**config.mk**
```make
export PLATFORM = sky130hd
export DESIGN_NAME = i2c_lut_sequencer_flat
export DESIGN_NICKNAME = d
export VERILOG_FILES = /design/src/rtl/i2c_lut_sequencer_if.sv /design/src/rtl/i2c_lut_sequencer.sv /design/src/flat_wrapper.sv
export SDC_FILE = /design/constraint.sdc
export NUM_CORES = 1
export LEC_CHECK = 0
export ABC_CLOCK_PERIOD_IN_PS = 5500
export CORE_UTILIZATION = 65
export CTS_BUF_LIST = sky130_fd_sc_hd__clkbuf_8
export DETAILED_ROUTE_END_ITERATION = 16
export DONT_BUFFER_PORTS = 1
export PLACE_DENSITY = 0.81
export SETUP_SLACK_MARGIN = 0.4
export SLEW_MARGIN = 10
export SYNTH_ARGS = -nofsm -noshare
export SYNTH_HDL_FRONTEND = slang
export SYNTH_SLANG_ARGS = --single-unit
export TNS_END_PERCENT = 5
```
**constraint.sdc**
```tcl
create_clock -name clk -period 5.5 [get_ports clk]
set_input_delay 0 -clock clk [delete_from_list [all_inputs] [get_ports clk]]
set_output_delay 0 -clock clk [all_outputs]
set_load 0.05 [all_outputs]
```
**src/rtl/i2c_lut_sequencer_if.sv**
```systemverilog
// Byte-level I2C register-write channel between the LUT sequencer (master side)
// and the I2C write engine (slave side).
interface i2c_lut_sequencer_if;
   logic        i2c_req;
   logic [7:0]  i2c_dev_addr;
   logic [15:0] i2c_reg_addr;
   logic [7:0]  i2c_reg_data;
   logic        i2c_ack;
   logic        i2c_nack;

   modport master (
      output i2c_req, i2c_dev_addr, i2c_reg_addr, i2c_reg_data,
      input  i2c_ack, i2c_nack
   );

   modport slave (
      input  i2c_req, i2c_dev_addr, i2c_reg_addr, i2c_reg_data,
      output i2c_ack, i2c_nack
   );
endinterface

```
**src/rtl/i2c_lut_sequencer.sv**
```systemverilog
// Walks the camera configuration LUT and issues one I2C register write per entry,
// with power-up wait, delay/terminator entries, bounded NACK retry and restart.
module i2c_lut_sequencer #(
   parameter int INDEX_W    = 10,
   parameter int LUT_DEPTH  = 256,
   parameter int INIT_DELAY = 1000000,
   parameter int RETRY_MAX  = 3
) (
   input  logic                 clk,
   input  logic                 rst,
   input  logic                 start,
   output logic [INDEX_W-1:0]   lut_index,
   input  logic [31:0]          lut_data,
   i2c_lut_sequencer_if.master  i2c,
   output logic                 busy,
   output logic                 done,
   output logic                 error,
   output logic [INDEX_W-1:0]   err_index
);

   localparam int PWR_W   = (INIT_DELAY > 1) ? $clog2(INIT_DELAY) : 1;
   localparam int CNT_W   = (PWR_W > 24) ? PWR_W : 24;
   localparam int RETRY_W = (RETRY_MAX > 0) ? $clog2(RETRY_MAX + 1) : 1;

   localparam logic [CNT_W-1:0]   PWR_LAST   = CNT_W'((INIT_DELAY > 0) ? INIT_DELAY - 1 : 0);
   localparam logic [RETRY_W-1:0] RETRY_LAST = RETRY_W'(RETRY_MAX);
   localparam logic [INDEX_W:0]   DEPTH      = (INDEX_W + 1)'(LUT_DEPTH);

   localparam logic [2:0] S_PWR_WAIT = 3'd0;
   localparam logic [2:0] S_FETCH    = 3'd1;
   localparam logic [2:0] S_DECODE   = 3'd2;
   localparam logic [2:0] S_WRITE    = 3'd3;
   localparam logic [2:0] S_DELAY    = 3'd4;
   localparam logic [2:0] S_DONE     = 3'd5;
   localparam logic [2:0] S_ERROR    = 3'd6;

   logic [2:0]         state;
   logic [CNT_W-1:0]   cnt;
   logic [RETRY_W-1:0] retry_cnt;
   logic [31:0]        entry;
   logic [INDEX_W:0]   next_index;
   logic               at_end;

   // One extra bit so the end-of-table compare never sees a wrapped index.
   assign next_index = {1'b0, lut_index} + 1'b1;
   assign at_end     = (next_index == DEPTH);

   always_ff @(posedge clk or posedge rst) begin
      if (rst) begin
         state            <= S_PWR_WAIT;
         cnt              <= '0;
         retry_cnt        <= '0;
         entry            <= '0;
         lut_index        <= '0;
         i2c.i2c_req      <= 1'b0;
         i2c.i2c_dev_addr <= '0;
         i2c.i2c_reg_addr <= '0;
         i2c.i2c_reg_data <= '0;
         busy             <= 1'b1;
         done             <= 1'b0;
         error            <= 1'b0;
         err_index        <= '0;
      end else begin
         case (state)
            S_PWR_WAIT: begin
               if (cnt == PWR_LAST) begin
                  cnt       <= '0;
                  lut_index <= '0;
                  retry_cnt <= '0;
                  state     <= S_FETCH;
               end else begin
                  cnt <= cnt + 1'b1;
               end
            end

            S_FETCH: begin
               entry <= lut_data;
               state <= S_DECODE;
            end

            S_DECODE: begin
               if (entry[31:24] == 8'hFF) begin
                  done  <= 1'b1;
                  busy  <= 1'b0;
                  state <= S_DONE;
               end else if (entry[31:24] == 8'h00) begin
                  cnt   <= CNT_W'(entry[23:0]);
                  state <= S_DELAY;
               end else begin
                  i2c.i2c_dev_addr <= entry[31:24];
                  i2c.i2c_reg_addr <= entry[23:8];
                  i2c.i2c_reg_data <= entry[7:0];
                  i2c.i2c_req      <= 1'b1;
                  state            <= S_WRITE;
               end
            end

            // A low request here is the single-cycle gap before a retry.
            S_WRITE: begin
               if (!i2c.i2c_req) begin
                  i2c.i2c_req <= 1'b1;
               end else if (i2c.i2c_ack) begin
                  i2c.i2c_req <= 1'b0;
                  if (!i2c.i2c_nack) begin
                     retry_cnt <= '0;
                     if (at_end) begin
                        done  <= 1'b1;
                        busy  <= 1'b0;
                        state <= S_DONE;
                     end else begin
                        lut_index <= next_index[INDEX_W-1:0];
                        state     <= S_FETCH;
                     end
                  end else if (retry_cnt != RETRY_LAST) begin
                     retry_cnt <= retry_cnt + 1'b1;
                  end else begin
                     err_index <= lut_index;
                     error     <= 1'b1;
                     busy      <= 1'b0;
                     state     <= S_ERROR;
                  end
               end
            end

            S_DELAY: begin
               if (cnt == '0) begin
                  if (at_end) begin
                     done  <= 1'b1;
                     busy  <= 1'b0;
                     state <= S_DONE;
                  end else begin
                     lut_index <= next_index[INDEX_W-1:0];
                     state     <= S_FETCH;
                  end
               end else begin
                  cnt <= cnt - 1'b1;
               end
            end

            S_DONE, S_ERROR: begin
               if (start) begin
                  done      <= 1'b0;
                  error     <= 1'b0;
                  err_index <= '0;
                  lut_index <= '0;
                  retry_cnt <= '0;
                  cnt       <= '0;
                  busy      <= 1'b1;
                  state     <= S_PWR_WAIT;
               end
            end

            default: begin
               state <= S_PWR_WAIT;
            end
         endcase
      end
   end

endmodule
```
**src/flat_wrapper.sv**
```systemverilog
// flat-port wrapper written by rule: the top's interface ports become plain ports
module i2c_lut_sequencer_flat 
#(
   parameter int INDEX_W    = 10,
   parameter int LUT_DEPTH  = 256,
   parameter int INIT_DELAY = 1000000,
   parameter int RETRY_MAX  = 3
)
  (clk, rst, start, lut_index, lut_data, busy, done, error, err_index, i2c_i2c_req, i2c_i2c_dev_addr, i2c_i2c_reg_addr, i2c_i2c_reg_data, i2c_i2c_ack, i2c_i2c_nack);
  i2c_lut_sequencer_if i2c_i ();
  input  logic clk;
  input  logic rst;
  input  logic start;
  output logic [INDEX_W-1:0] lut_index;
  input  logic [31:0] lut_data;
  output logic busy;
  output logic done;
  output logic error;
  output logic [INDEX_W-1:0] err_index;
  output wire logic [$bits(i2c_i.i2c_req)-1:0] i2c_i2c_req;
  output wire logic [$bits(i2c_i.i2c_dev_addr)-1:0] i2c_i2c_dev_addr;
  output wire logic [$bits(i2c_i.i2c_reg_addr)-1:0] i2c_i2c_reg_addr;
  output wire logic [$bits(i2c_i.i2c_reg_data)-1:0] i2c_i2c_reg_data;
  input wire logic [$bits(i2c_i.i2c_ack)-1:0] i2c_i2c_ack;
  input wire logic [$bits(i2c_i.i2c_nack)-1:0] i2c_i2c_nack;
  assign i2c_i2c_req = i2c_i.i2c_req;
  assign i2c_i2c_dev_addr = i2c_i.i2c_dev_addr;
  assign i2c_i2c_reg_addr = i2c_i.i2c_reg_addr;
  assign i2c_i2c_reg_data = i2c_i.i2c_reg_data;
  assign i2c_i.i2c_ack = i2c_i2c_ack;
  assign i2c_i.i2c_nack = i2c_i2c_nack;
  i2c_lut_sequencer #(.INDEX_W(INDEX_W), .LUT_DEPTH(LUT_DEPTH), .INIT_DELAY(INIT_DELAY), .RETRY_MAX(RETRY_MAX)) u_core (.clk(clk), .rst(rst), .start(start), .lut_index(lut_index), .lut_data(lut_data), .i2c(i2c_i), .busy(busy), .done(done), .error(error), .err_index(err_index));
endmodule
```
==> flow_summary.html, run 1 <==
<table>
<tr><th>Metric</th><th>Value</th></tr>
<tr><th colspan="2">Drt</th></tr>
<tr><td>Total iterations of the first detailed-routing run</td><td>6</td></tr>
<tr><td>Drt wl/cell</td><td>19.63 um</td></tr>
<tr><td>DRC Markers</td><td>0</td></tr>
<tr><td>Routed via count divided by cell count</td><td>6.677</td></tr>
<tr><td>Via count</td><td>5175</td></tr>
<tr><td>Iter 0 DRT Violations</td><td>511</td></tr>
<tr><td>Final routed wirelength across all metal layers</td><td>15220 um</td></tr>
<tr><td>Antenna Nets Post-Route</td><td>0</td></tr>
<tr><th colspan="2">Clocking</th></tr>
<tr><td># resized after CTS</td><td>0</td></tr>
<tr><td>Post-CTS clock slew at the launch and capture registers of the worst setup and hold paths</td><td>0.08 ns</td></tr>
<tr><td>CTS tree</td><td>built</td></tr>
<tr><td>Clock latency of the later-clocked register in the worst-skew pair</td><td>0.44 ns</td></tr>
<tr><td>Root Driver</td><td>clkbuf_8</td></tr>
<tr><td>Total clock buffers created by CTS</td><td>17</td></tr>
<tr><td>H-tree level count</td><td>4</td></tr>
<tr><td>Clk sinks</td><td>117</td></tr>
<tr><td>Total setup buffers inserted after CTS</td><td>0</td></tr>
<tr><td>Maximum clock insertion buffer count</td><td>2</td></tr>
<tr><th colspan="2">Floorplanning</th></tr>
<tr><td>IO Pins</td><td>93</td></tr>
<tr><td>Die area</td><td>10240 um2</td></tr>
<tr><td>Core box area</td><td>9371 um2</td></tr>
<tr><td>Starting density of the core</td><td>68.25%</td></tr>
<tr><td>Chip width</td><td>101.2 um</td></tr>
<tr><td>Overall die height</td><td>101.2 um</td></tr>
<tr><td># rows</td><td>35</td></tr>
<tr><th colspan="2">STA</th></tr>
<tr><td>Max frequency</td><td>317.0 MHz</td></tr>
<tr><td>Final setup vio count</td><td>0</td></tr>
<tr><td>Period Utilization, post-route</td><td>57.36%</td></tr>
<tr><td>Final count of hold timing violations</td><td>0</td></tr>
<tr><td>Worst-Margin Slew</td><td>1.188 ns</td></tr>
<tr><td>Setup Skew</td><td>0.01660 ns</td></tr>
<tr><td>Final hold slack</td><td>0.07060 ns</td></tr>
<tr><td>Slew margin rel.</td><td>20.78%</td></tr>
<tr><td>RSZ-0062 raised after global routing</td><td>no</td></tr>
<tr><td>Final sum of negative setup slack</td><td>0 ns</td></tr>
<tr><td>Slew Viols, Final</td><td>0</td></tr>
<tr><td>Shortest period the worst path allows</td><td>3.155 ns</td></tr>
<tr><th colspan="2">Final layout</th></tr>
<tr><td>Fraction of layout cells with a size suffix above 1</td><td>20.28%</td></tr>
<tr><td>Most frequent standard cell in the layout excluding fill and tap cells</td><td>dfrtp_1</td></tr>
<tr><td>Synthesis-to-finish area growth</td><td>9.801%</td></tr>
<tr><td>Final-stage net count</td><td>677</td></tr>
<tr><td>Ant diodes</td><td>0</td></tr>
<tr><td>Non-filler cells in the finished layout</td><td>775</td></tr>
<tr><td>Non-Filler Cell Area, Final</td><td>7023 um2</td></tr>
<tr><td>Top library cells by usage in the layout, fill and taps aside</td><td>dfrtp_1, mux2_2, o21ai_0, nor2_1, nand2_1</td></tr>
<tr><th colspan="2">Placed design</th></tr>
<tr><td>Routability Congestion</td><td>0.9137</td></tr>
<tr><td>Number of port buffers</td><td>0</td></tr>
<tr><td>Instance area at placement</td><td>6290 um2</td></tr>
<tr><td>Dpl hpwl</td><td>9596 um</td></tr>
<tr><td>Placed insts</td><td>709</td></tr>
<tr><th colspan="2">Worst setup path</th></tr>
<tr><td>Max stage delay on crit path</td><td>0.97 ns</td></tr>
<tr><td>Cell type with the highest occurrence count on the critical path</td><td>or4_1</td></tr>
<tr><td>Worst path buffer plus inverter count</td><td>0</td></tr>
<tr><td>Depth of the most critical reg-to-reg path</td><td>7</td></tr>
<tr><td>Maximum fanout along the worst path</td><td>27</td></tr>
<tr><td>Kind of capture point of the worst setup path</td><td>flop</td></tr>
<tr><td>Reg-to-reg critical path startpoint</td><td>u_core.cnt[0]</td></tr>
<tr><td>Critical path cell sequence</td><td>ha_1, nand4_1, or4_1, o21ai_2, or4_1, a21oi_1, a211o_1</td></tr>
<tr><td>Endpoint required time on the critical path</td><td>5.81 ns</td></tr>
<tr><td>Crit path arrival time</td><td>3.46 ns</td></tr>
<tr><td>Slack of the worst reg-to-reg path</td><td>2.35 ns</td></tr>
<tr><td>Kind of cell adding the most delay to the critical path</td><td>compound AO/OA/AOI/OAI gates</td></tr>
<tr><td>RR Endpoint</td><td>u_core.cnt[21]</td></tr>
<tr><td>Slowest cell on the critical path</td><td>o21ai_2</td></tr>
<tr><td>Crit start category</td><td>flop</td></tr>
<tr><td>Critical setup path kind</td><td>flop to flop</td></tr>
<tr><th colspan="2">Synth</th></tr>
<tr><td>Top cells by area, synth</td><td>dfrtp_1, mux2_2, o21ai_0, nand3_1, nor2_1</td></tr>
<tr><td>Flop and latch count out of synthesis</td><td>117</td></tr>
<tr><td>Netlist cell types</td><td>77</td></tr>
<tr><td>Mapped Cells</td><td>624</td></tr>
<tr><td>Post-synthesis sequential area ratio</td><td>45.79%</td></tr>
<tr><td>Synthesized area per cell</td><td>10.25 um2</td></tr>
<tr><td>Number of enable-type register cells in the synthesized netlist</td><td>0</td></tr>
<tr><td>Syn Nets</td><td>666</td></tr>
<tr><td>Cell accounting for the most synthesized area</td><td>dfrtp_1</td></tr>
<tr><td>Count of synthesis-stage warnings from yosys</td><td>0</td></tr>
<tr><td>Most common flop cell mapped by yosys</td><td>dfrtp_1</td></tr>
<tr><td>Async set-or-reset flop fraction in the synthesized netlist</td><td>100.0%</td></tr>
<tr><td>Mapped cell area</td><td>6396 um2</td></tr>
<tr><td>Fraction of synthesized cell area taken by the top area cell type</td><td>45.38%</td></tr>
<tr><th colspan="2">Power and ir drop</th></tr>
<tr><td>Peak supply drop</td><td>0.0002420 V</td></tr>
<tr><td>Leak pwr</td><td>0.003025 uW</td></tr>
<tr><td>PD cells</td><td>237.2 nW/um2</td></tr>
<tr><th colspan="2">Job</th></tr>
<tr><td>Maximum Capacitance Violations</td><td>0</td></tr>
<tr><th colspan="2">GRT</th></tr>
<tr><td>Total grt overflow</td><td>0</td></tr>
<tr><td>Maximum number of pins on one net before global-route repair</td><td>79</td></tr>
<tr><td>Initial antenna violation count</td><td>0</td></tr>
<tr><td>Number of global-route vias before repair</td><td>4930</td></tr>
<tr><td>Wire length of the first global-routing pass</td><td>24850 um</td></tr>
<tr><td>Total routing usage reported by global routing</td><td>31.74%</td></tr>
<tr><th colspan="2">Worst hold path</th></tr>
<tr><td>Type of the tightest min-delay check</td><td>input port to asynchronous set/reset pin</td></tr>
<tr><th colspan="2">Outcome</th></tr>
<tr><td>Outcome</td><td>finished, final reports clean</td></tr>
</table>
cell type report:
class                      instances  area [um2]
multi-input combinational        438        3084
sequential                       117        2929
tap                              129       161.4
clock buffer                      19       261.5
timing repair buffer              41       397.9
fill                             668        2349
inverter                          20       77.57
clock inverter                    11       111.4
stage by stage:
step / setup WS [ns] / util, % / total power, uW
floorplan: 2.401 / - / 889.6
global placement: 2.493 / 67.12 / 894.3
detailed placement: 2.433 / 67.12 / 895.0
CTS: 2.404 / 74.94 / 1671
global route: 2.021 / 74.94 / 1722
finish: 2.345 / 74.94 / 1666
logic make-up (layout without fill, tap and decap cells):
family,count (synthesis),in the layout,share of synthesized area (%)
adder cells (fa/ha/maj),5,5,0.9781
multiplexers,68,68,11.95
buffers and inverters,69,91,6.142
XOR/XNOR,13,13,1.780
AO/OA/AOI/OAI,151,151,15.81
flip-flops,117,117,45.79
AND/OR/NAND/NOR,201,201,17.55
synth_stat cells, drive strengths merged (10+ instances only):
library cell / count
dfrtp: 116
mux2: 67
o21ai: 52
nor2: 39
nand2: 37
clkbuf: 30
nand3: 30
a21oi: 28
inv: 20
buf: 17
and3: 14
nand4: 12
nor3: 12
nor4: 11
a221oi: 10
o31ai: 10
worst max path at each step:
stage / from / endpoint / slack, ns / depth (start not counted)
after floorplan: rst / u_core.cnt[0] / 2.40 / 1
after global placement: u_core.cnt[0] / u_core.cnt[21] / 2.49 / 7
after detailed placement: u_core.cnt[0] / u_core.cnt[21] / 2.43 / 7
after CTS: u_core.cnt[0] / u_core.cnt[21] / 2.40 / 7
after global routing: u_core.cnt[0] / u_core.cnt[11] / 2.02 / 7
final: u_core.cnt[0] / u_core.cnt[21] / 2.35 / 7
sequential cells by signal, summed over array words and instances, names as in the netlist, 2 cells and up:
signal	cells
u_core.entry	32
u_core.cnt	24
u_core.i2c.i2c_reg_addr	16
u_core.err_index	10
u_core.lut_index	10
u_core.i2c.i2c_dev_addr	8
u_core.i2c.i2c_reg_data	8
u_core.state	3
u_core.retry_cnt	2
routing by layer:
metal / GRT usage, % / share of wire [%] / vias up
li1: - / - / 2328
met1: 43.35 / 43 / 2572
met2: 49.71 / 48 / 235
met3: 6.832 / 7.1 / 40
met4: 12.82 / 2.2 / 0
met5: 0 / 0 / -
power by group:
part	internal (uW)	total, uW	switching (uW)
Combinational	17.8	38.3	20.5
Sequential	860	860	0
Clock	415	767	352
repair_timing:
item / CTS / global route
endpoints found under the hold margin: 80 / 0
hold buffers: 36 / 0
endpoints found under the setup margin: 0 / 0
(Power assumes the default switching activity.)
==> run 2, diff against run 1 <==
- ABC_CLOCK_PERIOD_IN_PS: 5500 -> 3200
- clock period: 5.5 -> 3.2 ns (I/O delays scaled with it)
==> run 2 against run 1 <==
Cell area is 2.0% higher. Combinational power grew 87%. First-iteration DRC count is 34% lower. Cell count up 1.7%. Die area is the same. Critical path type unchanged. Critical endpoint is now u_core.cnt[6]. Largest cell class unchanged. Highest routed layer unchanged.
==> flow_summary.html, run 2 (synthesis results as in run 1) <==
<table>
<tr><th>Metric</th><th>Value</th></tr>
<tr><th colspan="2">Outcome</th></tr>
<tr><td>Outcome</td><td>finished, final reports clean</td></tr>
<tr><th colspan="2">Final layout</th></tr>
<tr><td>Biggest regs</td><td>u_core.entry x32, u_core.cnt x24, u_core.i2c.i2c_reg_addr x16</td></tr>
<tr><td>Top library cells by usage in the layout, fill and taps aside</td><td>dfrtp_1, mux2_2, o21ai_0, nor2_1, nand2_1</td></tr>
<tr><td>Largest reg by FF count</td><td>u_core.entry</td></tr>
<tr><td>Ant diodes</td><td>0</td></tr>
<tr><td>Final-stage net count</td><td>688</td></tr>
<tr><td>Number of fillers in the final layout</td><td>642</td></tr>
<tr><td>Fraction of layout cells with a size suffix above 1</td><td>21.85%</td></tr>
<tr><td>Most frequent standard cell in the layout excluding fill and tap cells</td><td>dfrtp_1</td></tr>
<tr><td>Flip-flop count of the largest register, all copies and words added</td><td>32</td></tr>
<tr><td>Synthesis-to-finish area growth</td><td>11.95%</td></tr>
<tr><th colspan="2">Clocking</th></tr>
<tr><td>Clock latency of the later-clocked register in the worst-skew pair</td><td>0.43 ns</td></tr>
<tr><td>Maximum clock insertion buffer count</td><td>2</td></tr>
<tr><td>CTS tree</td><td>built</td></tr>
<tr><td>H-tree level count</td><td>4</td></tr>
<tr><td>Clk sinks</td><td>117</td></tr>
<tr><td>Post-CTS clock slew at the launch and capture registers of the worst setup and hold paths</td><td>0.08 ns</td></tr>
<tr><td>Total clock buffers created by CTS</td><td>17</td></tr>
<tr><td>Root Driver</td><td>clkbuf_8</td></tr>
<tr><th colspan="2">Power and ir drop</th></tr>
<tr><td>Peak supply drop</td><td>0.0003004 V</td></tr>
<tr><td>Clock share of power</td><td>46.4%</td></tr>
<tr><td>Proportion of power drawn by combinational gates</td><td>2.5%</td></tr>
<tr><td>Flop pwr share</td><td>51.1%</td></tr>
<tr><td>Leak pwr</td><td>0.003088 uW</td></tr>
<tr><td>PD cells</td><td>403.7 nW/um2</td></tr>
<tr><td>Internal Pwr Total</td><td>2217 uW</td></tr>
<tr><td>Switching Power</td><td>673.7 uW</td></tr>
<tr><td>Switching part of the total power</td><td>23.31%</td></tr>
<tr><th colspan="2">Placed design</th></tr>
<tr><td>Dpl hpwl</td><td>9688 um</td></tr>
<tr><td>Routability Congestion</td><td>0.9396</td></tr>
<tr><td>Number of port buffers</td><td>0</td></tr>
<tr><th colspan="2">Drt</th></tr>
<tr><td>Final routed wirelength across all metal layers</td><td>15310 um</td></tr>
<tr><td>Drt wl/cell</td><td>19.43 um</td></tr>
<tr><td>Routed via count divided by cell count</td><td>6.615</td></tr>
<tr><td>Iter 0 DRT Violations</td><td>337</td></tr>
<tr><td>Total iterations of the first detailed-routing run</td><td>8</td></tr>
<tr><td>Via count</td><td>5213</td></tr>
<tr><td>Antenna Nets Post-Route</td><td>0</td></tr>
<tr><td>DRC Markers</td><td>0</td></tr>
<tr><th colspan="2">STA</th></tr>
<tr><td>Final hold slack</td><td>0.01154 ns</td></tr>
<tr><td>Period Utilization, post-route</td><td>83.81%</td></tr>
<tr><td>Worst-Margin Slew</td><td>0.8175 ns</td></tr>
<tr><td>Setup Skew</td><td>0.01202 ns</td></tr>
<tr><td>RSZ-0062 raised after global routing</td><td>no</td></tr>
<tr><td>Slew Viols, Final</td><td>0</td></tr>
<tr><td>Max frequency</td><td>372.9 MHz</td></tr>
<tr><td>Slew margin rel.</td><td>45.26%</td></tr>
<tr><td>Final count of hold timing violations</td><td>0</td></tr>
<tr><td>Final setup vio count</td><td>0</td></tr>
<tr><td>Shortest period the worst path allows</td><td>2.682 ns</td></tr>
<tr><td>Final sum of negative setup slack</td><td>0 ns</td></tr>
<tr><th colspan="2">GRT</th></tr>
<tr><td>Number of global-route vias before repair</td><td>4967</td></tr>
<tr><td>Wire length of the first global-routing pass</td><td>24660 um</td></tr>
<tr><td>Total routing usage reported by global routing</td><td>31.52%</td></tr>
<tr><td>Initial antenna violation count</td><td>0</td></tr>
<tr><td>Total grt overflow</td><td>0</td></tr>
<tr><td>Maximum number of pins on one net before global-route repair</td><td>67</td></tr>
<tr><th colspan="2">Floorplanning</th></tr>
<tr><td>IO Pins</td><td>93</td></tr>
<tr><td>Core box area</td><td>9371 um2</td></tr>
<tr><td>Chip width</td><td>101.2 um</td></tr>
<tr><td># rows</td><td>35</td></tr>
<tr><td>Overall die height</td><td>101.2 um</td></tr>
<tr><td>Starting density of the core</td><td>68.25%</td></tr>
<tr><td>Die area</td><td>10240 um2</td></tr>
<tr><th colspan="2">Worst hold path</th></tr>
<tr><td>Type of the tightest min-delay check</td><td>input port to asynchronous set/reset pin</td></tr>
<tr><th colspan="2">Worst setup path</th></tr>
<tr><td>Crit start category</td><td>flop</td></tr>
<tr><td>Maximum fanout along the worst path</td><td>15</td></tr>
<tr><td>Kind of cell adding the most delay to the critical path</td><td>simple AND/OR/NAND/NOR gates</td></tr>
<tr><td>Cell type with the highest occurrence count on the critical path</td><td>o21ai_0</td></tr>
<tr><td>Endpoint required time on the critical path</td><td>3.54 ns</td></tr>
<tr><td>Max stage delay on crit path</td><td>0.51 ns</td></tr>
<tr><td>Critical path cell sequence</td><td>nor4_4, nand4_1, nor2_1, o21a_1, buf_4, o21ai_0, o21ai_0</td></tr>
<tr><td>Crit path arrival time</td><td>3.02 ns</td></tr>
<tr><td>Critical setup path kind</td><td>flop to flop</td></tr>
<tr><td>Worst path buffer plus inverter count</td><td>1</td></tr>
<tr><td>Slowest cell on the critical path</td><td>dfrtp_1</td></tr>
<tr><td>Kind of capture point of the worst setup path</td><td>flop</td></tr>
<tr><th colspan="2">Job</th></tr>
<tr><td>Maximum Capacitance Violations</td><td>0</td></tr>
</table>
run 2: per-layer routing:
metal | vias up | share of wire [%] | track usage, %
met5 | - | 0 | 0
met3 | 32 | 8.2 | 8.144
met1 | 2560 | 43 | 41.89
met2 | 252 | 47 | 49.92
li1 | 2369 | - | -
met4 | 0 | 1.7 | 12.26
run 2: worst paths after layout:
| path | startpoint | cells past startpoint | end | slack, ns |
|---|---|---|---|---|
| min in group clk | start | 3 | u_core.cnt[10] | 0.10 |
| hold reg to reg | u_core.retry_cnt[1] | 1 | u_core.retry_cnt[1] | 0.53 |
| setup / recovery | u_core.cnt[10] | 7 | u_core.cnt[6] | 0.52 |
| setup reg to reg | u_core.cnt[10] | 7 | u_core.cnt[6] | 0.52 |
| max in group asynchronous | rst | 3 | u_core.cnt[11] | 2.55 |
| hold / removal | rst | 2 | u_core.i2c.i2c_dev_addr[4] | 0.01 |
run 2: worst register-to-register path, stage by stage (launching register included):
cell     delay [ns]
dfrtp_1        0.51
nor4_4         0.40
nand4_1        0.41
nor2_1         0.30
o21a_1         0.43
buf_4          0.29
o21ai_0        0.13
o21ai_0        0.13
run 2: through the flow:
stage | util, % | setup WS [ns] | instance area (um2) | std cells | total power, uW
finish | 76.41 | 0.5182 | 7161 | 788 | 2891
floorplan | - | 0.7917 | 6400 | 624 | 1529
detailed placement | 68.20 | 0.5832 | 6391 | 719 | 1540
global placement | 68.20 | 0.6507 | 6391 | 719 | 1540
global route | 76.41 | 0.4060 | 7161 | 788 | 2982
CTS | 76.15 | 0.5409 | 7137 | 787 | 2893
run 2: cell type report:
cell class                      instances  area [um2]  area share (%)
Clock buffer                           18       247.7           3.460
Clock inverter                         14       137.6           1.922
Inverter                               20       78.83           1.101
Multi-Input combinational cell        438        3088           43.12
Sequential cell                       117        2929           40.91
Tap cell                              129       161.4           2.254
Timing Repair Buffer                   52       518.0           7.234
run 2: what timing repair did:
action | 4_1_cts | 5_1_grt
setup buffers | 0 | 0
setup endpoints to repair | 0 | 2
endpoints found under the hold margin | 91 | 0
resized for setup | 0 | 1
hold buffers | 36 | 0
run 2: power by group through the flow:
| stage | logic [uW] | registers [uW] | clock network, uW |
|---|---|---|---|
| after global routing | 79.5 | 1480 | 1430 |
| after floorplan | 22.5 | 1510 | 0 |
| final | 71.5 | 1480 | 1340 |
| after global placement | 33.1 | 1510 | 0 |
| after CTS | 68.9 | 1480 | 1350 |
| after detailed placement | 33.7 | 1510 | 0 |
==> run 3, diff against run 2 <==
- ABC_CLOCK_PERIOD_IN_PS: 3200 -> 2300
- CORE_UTILIZATION: 65 -> 60
- PLACE_DENSITY: 0.81 -> 0.79
- clock period: 3.2 -> 2.3 ns (I/O delays scaled with it)
==> run 3 against run 2 <==
Critical endpoint is now u_core.cnt[15]. Maximum frequency rose by 13%. Flip-flop and latch count stayed put. Clock-buffer cell count grew 1. Largest power group unchanged. Routed wire length grew 12%. Cell count grew 9.1%. Total power rose by 43%. Die area grew 8.2%. Critical path depth fell by 2. Via count increased by 7.3%. Cell area up 9.4%. The flow now finishes with violations (setup timing).
==> flow_summary.html, run 3 (synthesis results as in run 1) <==
<table>
<tr><th>Metric</th><th>Value</th></tr>
<tr><th colspan="2">STA</th></tr>
<tr><td>Setup Skew</td><td>0.01192 ns</td></tr>
<tr><td>Final worst-path setup slack</td><td>-0.07864 ns</td></tr>
<tr><td>Period Utilization, post-route</td><td>103.4%</td></tr>
<tr><td>Final count of hold timing violations</td><td>0</td></tr>
<tr><td>Slew Viols, Final</td><td>0</td></tr>
<tr><td>Final sum of negative setup slack</td><td>-0.3477 ns</td></tr>
<tr><td>Max frequency</td><td>420.4 MHz</td></tr>
<tr><td>RSZ-0062 raised after global routing</td><td>yes</td></tr>
<tr><td>Final setup vio count</td><td>10</td></tr>
<tr><td>Final hold slack</td><td>0.02453 ns</td></tr>
<tr><td>Worst-Margin Slew</td><td>0.6502 ns</td></tr>
<tr><td>Slew margin rel.</td><td>56.65%</td></tr>
<tr><td>Shortest period the worst path allows</td><td>2.379 ns</td></tr>
<tr><th colspan="2">Drt</th></tr>
<tr><td>Antenna Nets Post-Route</td><td>0</td></tr>
<tr><td>Final routed wirelength across all metal layers</td><td>17190 um</td></tr>
<tr><td>Routed via count divided by cell count</td><td>6.501</td></tr>
<tr><td>Iter 0 DRT Violations</td><td>506</td></tr>
<tr><td>DRC Markers</td><td>0</td></tr>
<tr><td>Drt wl/cell</td><td>19.98 um</td></tr>
<tr><td>Total iterations of the first detailed-routing run</td><td>5</td></tr>
<tr><td>Via count</td><td>5591</td></tr>
<tr><th colspan="2">Outcome</th></tr>
<tr><td>Violated checks</td><td>setup timing</td></tr>
<tr><td>Outcome</td><td>finished, violations left</td></tr>
<tr><th colspan="2">Worst hold path</th></tr>
<tr><td>Type of the tightest min-delay check</td><td>input port to flop</td></tr>
<tr><th colspan="2">Floorplanning</th></tr>
<tr><td>Chip width</td><td>105.3 um</td></tr>
<tr><td>Starting density of the core</td><td>61.96%</td></tr>
<tr><td>Overall die height</td><td>105.3 um</td></tr>
<tr><td># rows</td><td>37</td></tr>
<tr><td>Die area</td><td>11080 um2</td></tr>
<tr><td>IO Pins</td><td>93</td></tr>
<tr><td>Core box area</td><td>10320 um2</td></tr>
<tr><th colspan="2">Placed design</th></tr>
<tr><td>Instance area at placement</td><td>6898 um2</td></tr>
<tr><td>Dpl hpwl</td><td>10880 um</td></tr>
<tr><td>Number of port buffers</td><td>0</td></tr>
<tr><td>Routability Congestion</td><td>0.9601</td></tr>
<tr><th colspan="2">Power and ir drop</th></tr>
<tr><td>Switching Power</td><td>920.4 uW</td></tr>
<tr><td>Flop pwr share</td><td>49.6%</td></tr>
<tr><td>Leak pwr</td><td>0.003468 uW</td></tr>
<tr><td>Switching part of the total power</td><td>22.21%</td></tr>
<tr><td>Peak supply drop</td><td>0.0005172 V</td></tr>
<tr><td>Proportion of power drawn by combinational gates</td><td>2.3%</td></tr>
<tr><td>PD cells</td><td>529.2 nW/um2</td></tr>
<tr><td>Internal Pwr Total</td><td>3224 uW</td></tr>
<tr><td>Clock share of power</td><td>48.1%</td></tr>
<tr><th colspan="2">Clocking</th></tr>
<tr><td>Clock latency of the later-clocked register in the worst-skew pair</td><td>0.45 ns</td></tr>
<tr><td>H-tree level count</td><td>4</td></tr>
<tr><td>Maximum clock insertion buffer count</td><td>2</td></tr>
<tr><td>Post-CTS clock slew at the launch and capture registers of the worst setup and hold paths</td><td>0.07 ns</td></tr>
<tr><td>CTS tree</td><td>built</td></tr>
<tr><td>Total clock buffers created by CTS</td><td>17</td></tr>
<tr><td>Root Driver</td><td>clkbuf_8</td></tr>
<tr><td>Clk sinks</td><td>117</td></tr>
<tr><th colspan="2">Final layout</th></tr>
<tr><td>Flip-flop count of the largest register, all copies and words added</td><td>32</td></tr>
<tr><td>Top library cells by usage in the layout, fill and taps aside</td><td>dfrtp_1, buf_4, mux2_2, o21ai_0</td></tr>
<tr><td>Fraction of layout cells with a size suffix above 1</td><td>30.94%</td></tr>
<tr><td>Post-layout utilization of the core</td><td>75.86%</td></tr>
<tr><td>Non-Filler Cell Area, Final</td><td>7831 um2</td></tr>
<tr><td>Most frequent standard cell in the layout excluding fill and tap cells</td><td>dfrtp_1</td></tr>
<tr><td>Ant diodes</td><td>0</td></tr>
<tr><td>Largest reg by FF count</td><td>u_core.entry</td></tr>
<tr><td>Biggest regs</td><td>u_core.entry x32, u_core.cnt x24, u_core.i2c.i2c_reg_addr x16</td></tr>
<tr><td>Synthesis-to-finish area growth</td><td>22.44%</td></tr>
<tr><td>Final-stage net count</td><td>753</td></tr>
<tr><th colspan="2">GRT</th></tr>
<tr><td>Total routing usage reported by global routing</td><td>33.00%</td></tr>
<tr><td>Total grt overflow</td><td>0</td></tr>
<tr><td>Initial antenna violation count</td><td>0</td></tr>
<tr><td>Wire length of the first global-routing pass</td><td>28330 um</td></tr>
<tr><td>Maximum number of pins on one net before global-route repair</td><td>118</td></tr>
<tr><td>Number of global-route vias before repair</td><td>5785</td></tr>
<tr><th colspan="2">Job</th></tr>
<tr><td>Maximum Capacitance Violations</td><td>0</td></tr>
<tr><th colspan="2">Worst setup path</th></tr>
<tr><td>Crit start category</td><td>flop</td></tr>
<tr><td>Critical setup path kind</td><td>flop to flop</td></tr>
<tr><td>RR Endpoint</td><td>u_core.cnt[15]</td></tr>
<tr><td>Kind of capture point of the worst setup path</td><td>flop</td></tr>
<tr><td>Reg-to-reg critical path startpoint</td><td>u_core.cnt[5]</td></tr>
<tr><td>Depth of the most critical reg-to-reg path</td><td>5</td></tr>
<tr><td>Slack of the worst reg-to-reg path</td><td>-0.08 ns</td></tr>
<tr><td>Endpoint of the worst setup timing path</td><td>u_core.cnt[15]</td></tr>
<tr><td>Worst Setup SP</td><td>u_core.cnt[5]</td></tr>
<tr><td>Crit path arrival time</td><td>2.76 ns</td></tr>
<tr><td>Maximum fanout along the worst path</td><td>8</td></tr>
<tr><td>Endpoint required time on the critical path</td><td>2.68 ns</td></tr>
</table>
run 3: final cells by class:
type	instances	area, um2
clock buffers	19	261.5
clock inverters	13	155.1
fillers	676	2492
inverters	20	78.83
multi-input cells	438	3186
flip-flops and latches	117	2930
well taps	136	170.2
repair buffers	117	1050
run 3: per-stage QoR:
stage                     total power, uW  setup WS, ns  std cells
after floorplan                      2128       -0.1083        624
after global placement               2142     0.0001694        789
after detailed placement             2143       -0.1141        789
after CTS                            4162       -0.1127        860
after global routing                 4268       -0.1490        860
final                                4144      -0.07864        860
run 3: how the worst min path moves through the flow:
stage                  from              end  slack (ns)  cells past startpoint
2_1_floorplan         start      u_core.done        0.09                      1
3_3_place_gp          start      u_core.done        0.09                      1
3_5_place_dp          start      u_core.done         0.1                      1
4_1_cts        i2c_i2c_nack  u_core.state[0]       0.002                      4
5_1_grt        i2c_i2c_nack  u_core.state[0]        0.02                      4
6_report       i2c_i2c_nack  u_core.state[0]        0.02                      4
run 3: per-layer routing:
metal  share of wire [%]  track usage (%)  up-vias
li1                    -                -     2488
met1                  40            41.02     2738
met2                  48            53.10      307
met3                 8.4            9.215       58
met4                 3.3            16.10        0
met5                   0                0        -
run 3: what timing repair did:
item	in CTS	in global routing
resized for setup	22	8
setup buffers	3	0
pin swaps	6	5
hold buffers	36	0
endpoints found under the setup margin	73	83
hold endpoints to repair	157	0
run 3: power by group through the flow:
stage	clock network [uW]	registers [uW]	logic (uW)
floorplan	0	2100	31.3
global placement	0	2100	45.6
finish	1990	2060	95.8
detailed placement	0	2100	46.7
CTS	2010	2060	96.0
global route	2110	2060	107
run 3: critical path: stages (launching register included):
cell and delay (ns):
dfrtp_1 0.42, or4_4 0.56, or4_4 0.57, or4_1 0.47, nand3b_1 0.11, o221a_2 0.18
